`config.mk`:
```
export PLATFORM = sky130hd
export DESIGN_NAME = tlb_miss_responder
export DESIGN_NICKNAME = d
export VERILOG_FILES = /design/src/rtl/tlb_miss_responder.sv
export SDC_FILE = /design/constraint.sdc
export NUM_CORES = 2
export LEC_CHECK = 0
export ABC_CLOCK_PERIOD_IN_PS = 8550
export CAP_MARGIN = 0
export CORE_MARGIN = 2
export CORE_UTILIZATION = 30
export DETAILED_ROUTE_END_ITERATION = 10
export GPL_TIMING_DRIVEN = 0
export HOLD_SLACK_MARGIN = 0.06
export SYNTH_ARGS = -nofsm -noshare
export SYNTH_HDL_FRONTEND = slang
export SYNTH_SLANG_ARGS = --single-unit
```
`constraint.sdc`:
```
create_clock -name clk -period 8.55 [get_ports clk]
set_clock_uncertainty 0.2 [all_clocks]
set_input_delay 0.855 -clock clk [delete_from_list [all_inputs] [get_ports clk]]
set_output_delay 0.855 -clock clk [all_outputs]
set_load 0.005 [all_outputs]
```
`src/rtl/tlb_miss_responder.sv`:
```
// tlb_miss_responder: answers micro-TLB refill misses by scanning a software-loaded,
// fully associative backing table LANES entries per cycle. A hit returns the entry,
// a miss in every group returns a one-cycle fault pulse.
module tlb_miss_responder #(
   parameter int unsigned N_ENTRIES = 32,
   parameter int unsigned LANES     = 4
) (
   input  logic                         clk,
   input  logic                         reset,
   input  logic                         miss_req,
   input  logic [51:0]                  miss_vpn,
   output logic                         miss_ready,
   output logic [56:0]                  tlb_rsp,
   output logic                         tlb_rsp_valid,
   output logic                         tlb_fault,
   input  logic                         wr_en,
   input  logic [$clog2(N_ENTRIES)-1:0] wr_idx,
   input  logic [56:0]                  wr_entry,
   input  logic                         inv_all,
   input  logic                         flush,
   output logic                         busy
);

   localparam int unsigned IW = $clog2(N_ENTRIES);
   localparam int unsigned PW = IW + 1;

   localparam logic [1:0] IDLE   = 2'd0;
   localparam logic [1:0] SEARCH = 2'd1;
   localparam logic [1:0] RESP   = 2'd2;
   localparam logic [1:0] FAULT  = 2'd3;

   logic [1:0]    state_q, state_d;
   logic [PW-1:0] ptr_q, ptr_d;
   logic [51:0]   vpn_q, vpn_d;
   logic [56:0]   rsp_q, rsp_d;
   logic          rsp_valid_q, rsp_valid_d;
   logic          fault_q, fault_d;
   logic          busy_q, busy_d;
   logic [56:0]   entries_q [N_ENTRIES];

   logic          hit;
   logic [56:0]   hit_entry;
   logic          last_group;

   assign miss_ready    = (state_q == IDLE) && !flush;
   assign tlb_rsp       = rsp_q;
   assign tlb_rsp_valid = rsp_valid_q;
   assign tlb_fault     = fault_q;
   assign busy          = busy_q;

   // The pointer only ever holds group bases, so the final group starts at N_ENTRIES-LANES.
   assign last_group = (ptr_q >= PW'(N_ENTRIES - LANES));

   // Compare the current group against the registered table; lowest index wins.
   always_comb begin
      logic [IW-1:0] idx;
      hit       = 1'b0;
      hit_entry = '0;
      idx       = '0;
      for (int unsigned l = 0; l < LANES; l++) begin
         idx = ptr_q[IW-1:0] + IW'(l);
         if (!hit && entries_q[idx][0] && (entries_q[idx][56:5] == vpn_q)) begin
            hit       = 1'b1;
            hit_entry = entries_q[idx];
         end
      end
   end

   // Next-state and registered-output logic; flush overrides everything.
   always_comb begin
      state_d     = state_q;
      ptr_d       = ptr_q;
      vpn_d       = vpn_q;
      rsp_d       = rsp_q;
      rsp_valid_d = 1'b0;
      fault_d     = 1'b0;
      case (state_q)
         IDLE: begin
            if (miss_req && miss_ready) begin
               vpn_d   = miss_vpn;
               ptr_d   = '0;
               state_d = SEARCH;
            end
         end
         SEARCH: begin
            if (hit) begin
               rsp_d       = hit_entry;
               rsp_valid_d = 1'b1;
               state_d     = RESP;
            end else if (last_group) begin
               fault_d = 1'b1;
               state_d = FAULT;
            end else begin
               ptr_d = ptr_q + PW'(LANES);
            end
         end
         RESP:    state_d = IDLE;
         FAULT:   state_d = IDLE;
         default: state_d = IDLE;
      endcase
      if (flush) begin
         state_d     = IDLE;
         rsp_d       = rsp_q;
         rsp_valid_d = 1'b0;
         fault_d     = 1'b0;
      end
      busy_d = (state_d != IDLE);
   end

   // Control and response registers.
   always_ff @(posedge clk or negedge reset) begin
      if (!reset) begin
         state_q     <= IDLE;
         ptr_q       <= '0;
         vpn_q       <= '0;
         rsp_q       <= '0;
         rsp_valid_q <= 1'b0;
         fault_q     <= 1'b0;
         busy_q      <= 1'b0;
      end else begin
         state_q     <= state_d;
         ptr_q       <= ptr_d;
         vpn_q       <= vpn_d;
         rsp_q       <= rsp_d;
         rsp_valid_q <= rsp_valid_d;
         fault_q     <= fault_d;
         busy_q      <= busy_d;
      end
   end

   // Backing table; invalidate-all beats a same-cycle write.
   always_ff @(posedge clk or negedge reset) begin
      if (!reset) begin
         for (int unsigned i = 0; i < N_ENTRIES; i++) begin
            entries_q[i] <= '0;
         end
      end else if (inv_all) begin
         for (int unsigned i = 0; i < N_ENTRIES; i++) begin
            entries_q[i][0] <= 1'b0;
         end
      end else if (wr_en) begin
         entries_q[wr_idx] <= wr_entry;
      end
   end

endmodule

```
==> summary.txt <==
Placement
  – Routability cong.: 1.078
  – Dpl hpwl: 320.1 mm
  – Pre-CTS WS: -0.6031 ns
  – Placed standard-cell area: 99190 sq um
  – Port Buf Inserts: 179

Pwr
  – Sequential share of power: 0.323
  – Power Internal: 19.55 mW
  – P_sw: 14.43 mW
  – Combinational power share: 0.406
  – Sw Ratio: 0.4246
  – Pwr/cell area: 320.2 nW/um^2
  – Clock network power share: 0.271
  – Leak: 47.62 nW
  – Max VDD drop: 0.2412 mV

Global routing
  – Total track usage: 0.2916
  – First-pass GRT wire length: 601.3 mm
  – Pin count of the biggest net entering global routing: 193
  – Number of global-route vias before repair: 64640
  – GR Overflow Total: 0
  – Initial antenna violation count: 66

Critical path
  – R2r startpoint: ptr_q[4]
  – Reg2Reg Depth: 15
  – CP arrival: 9.72 ns
  – Setup crit start kind: register
  – Critical Path RT: 9.17 ns
  – Crit Path Class: register to register
  – Worst-path maximum fanout: 10
  – Flop2flop setup slack: -0.56 ns
  – Reg-to-Reg End: tlb_rsp[17]
  – Critical path endpoint category: register

Logic synthesis
  – Asr flop ratio synth: 1.000
  – Top post-synthesis cells by area: dfrtp_1 (53%), mux2_2 (24%), mux4_2 (5.9%)
  – Sequential fraction of the synthesis area: 0.5310
  – Yosys top cell by area: dfrtp_1
  – Post-Syn Area: 91520 sq um
  – Cells after synthesis: 6535
  – Top cell type's share of synthesized area: 0.5310
  – Post-Synthesis Net Count: 6656
  – Count of cell types in the netlist: 70
  – Synthesized flop and latch total: 1942
  – Syn avg cell area: 14.00 sq um
  – Ys Warns: 0
  – EDFF count, synth: 0
  – Synth Flop Type: dfrtp_1

STA
  – Final min period: 9.105 ns
  – Fmax: 109.8 MHz
  – Final period util: 1.065
  – Final slew viol count: 53
  – RSZ-0062 raised after global routing: no
  – Worst-margin pin slew: 1.602 ns
  – Final worst slack: -0.5553 ns
  – Final setup viols: 50
  – Final hold vios: 0
  – Rel. slew slack: -0.06779

Drt
  – Drc violations: 0
  – Drt total wl: 459.1 mm
  – DRT iter0 DRCs: 8155
  – Antenna viol nets, final: 0
  – Vias: 65390
  – Vias/cell: 5.873
  – DR pass1 iterations: 8
  – Routed len/inst: 41.24 um

Cells and area
  – Most common cell after layout, fill and taps aside: mux2_2
  – Synth-to-Final Area Change: 15.95%
  – Final net count: 7080
  – Share of layout cells above drive strength 1: 0.3970
  – Commonest cells after routing, fill and taps aside: mux2_2 (1965), dfrtp_1 (1942), clkbuf_1 (445)
  – Cell area after layout: 106100 sq um

Die
  – Die ar.: 309500 sq um
  – Die Ht: 556.3 um
  – Die X: 556.3 um
  – Row cnt: 202
  – Core Footprint: 303300 sq um
  – Top Ports: 181
  – Starting Density: 0.3018

Clocking
  – Htree depth: 4
  – Total CTS buffers: 209
  – Clock sinks: 1942
  – Root Driver: clkbuf_16
  – Postcts setup bufs: 0
  – Clock Latency Late Sink: 0.94 ns
  – Clock slew at reported path FFs: 0.06 ns
  – Max clock buf depth: 4
  – CTS tree: done

Outcome
  – Violated checks: capacitance limit, slew limit, setup timing
  – Run status: finished, violations left

Worst hold path
  – Hold_sp: tlb_rsp[0]
  – Hold path cells: 1
  – Worst hold-check path type: register to register
  – Min-Delay Endpoint: tlb_rsp[0]

Job
  – Max Cap Violations: 5
-- cell type report --
cell class	instances	area, sq um
clock inverter	56	656.9
multi-input combinational	3928	39990
clock buffer	304	6117
timing repair buffer	214	2611
buffer	652	2999
inverter	12	45.04
tap	3978	4977
fill	29380	197200
sequential	1942	48600
antenna	47	117.6
-- metal layers --
metal	global-route usage	part of all wire
met2	0.4168	0.42
met1	0.3534	0.37
met4	0.2529	0.10
met5	0	0.00059
met3	0.09300	0.11
-- power by group through the flow --
stage	Clock, mW	Combinational [mW]	Sequential [mW]
6_report	9.21	13.8	11.0
4_1_cts	9.23	13.1	11.0
3_5_place_dp	0	13.1	11.1
5_1_grt	9.60	13.5	11.1
2_1_floorplan	0	6.13	10.9
3_3_place_gp	0	12.9	11.2
-- how the worst max path moves through the flow --
| stage | start | endpoint | depth (start not counted) |
|---|---|---|---|
| 3_5_place_dp | ptr_q[3] | tlb_rsp[13] | 15 |
| 2_1_floorplan | ptr_q[2] | tlb_rsp[11] | 15 |
| 5_1_grt | ptr_q[2] | tlb_rsp[36] | 18 |
| 4_1_cts | ptr_q[4] | tlb_rsp[21] | 18 |
| 3_3_place_gp | reset | entries_q[1190] | 1 |
| 6_report | ptr_q[4] | tlb_rsp[17] | 15 |
-- timing repair --
| action | 4_1_cts | 5_1_grt |
|---|---|---|
| hold endpoints to repair | 170 | 0 |
| endpoints found under the setup margin | 53 | 1 |
| cloned | 0 | 0 |
| resized for setup | 6 | 0 |
| hold buffers | 1 | 0 |
-- Yosys cell counts, types with 38 or more instances --
cell and count:
dfrtp_1 1942, o21ai_0 59, xor2_1 64, a21oi_1 40, nand2_1 255, nor3_1 45
xnor2_1 85, mux2_2 1965, buf_1 54, mux2i_1 409, and2_1 40, clkbuf_1 454
o22ai_1 125, mux4_2 241, buf_2 88, a22oi_1 106, nor2_1 95, or4_1 38
-- kinds of logic after synthesis --
kind of cell | after synthesis | share of synthesized area
AND/OR/NAND/NOR | 676 | 0.03764
AO/OA/AOI/OAI | 469 | 0.03615
XOR/XNOR | 149 | 0.01426
buffers and inverters | 665 | 0.03235
multiplexers | 2633 | 0.3485
flip-flops | 1942 | 0.5310
adder cells (fa/ha/maj) | 1 | 0.0001367
-- critical path, stage by stage, from the launching register on --
cell and delay, ns:
dfrtp_1 0.31, buf_2 0.25, buf_2 0.37, nand2b_1 0.15
clkbuf_1 1.13, clkbuf_2 1.01, o22ai_1 0.46, o21ai_0 0.74
o2111ai_1 0.20, nor4_1 0.84, nand4_1 0.37, nor3_4 0.67
clkbuf_1 0.82, a311oi_1 0.21, o22ai_1 0.89, mux2_2 0.31
-- flip-flops by register name, summed over array words and instances (netlist names) --
| signal | count |
|---|---|
| tlb_fault | 1 |
| ptr_q | 4 |
| state_q | 2 |
| vpn_q | 52 |
| tlb_rsp | 57 |
| tlb_rsp_valid | 1 |
| busy | 1 |
| entries_q | 1824 |
-- stage by stage --
stage	instances	total power [mW]	util	setup TNS (ns)	hold slack (ns)
floorplan	6535	17.05	-	0	0.2493
global placement	10690	24.11	0.3241	-	0.2536
detailed placement	10730	24.17	0.3270	-8.128	0.2647
CTS	11090	33.29	0.3495	0	0.2654
global route	11090	34.24	0.3495	0	0.2951
finish	11130	33.97	0.3499	-9.946	0.2723
Note: power is estimated with default switching activity, not from simulation.
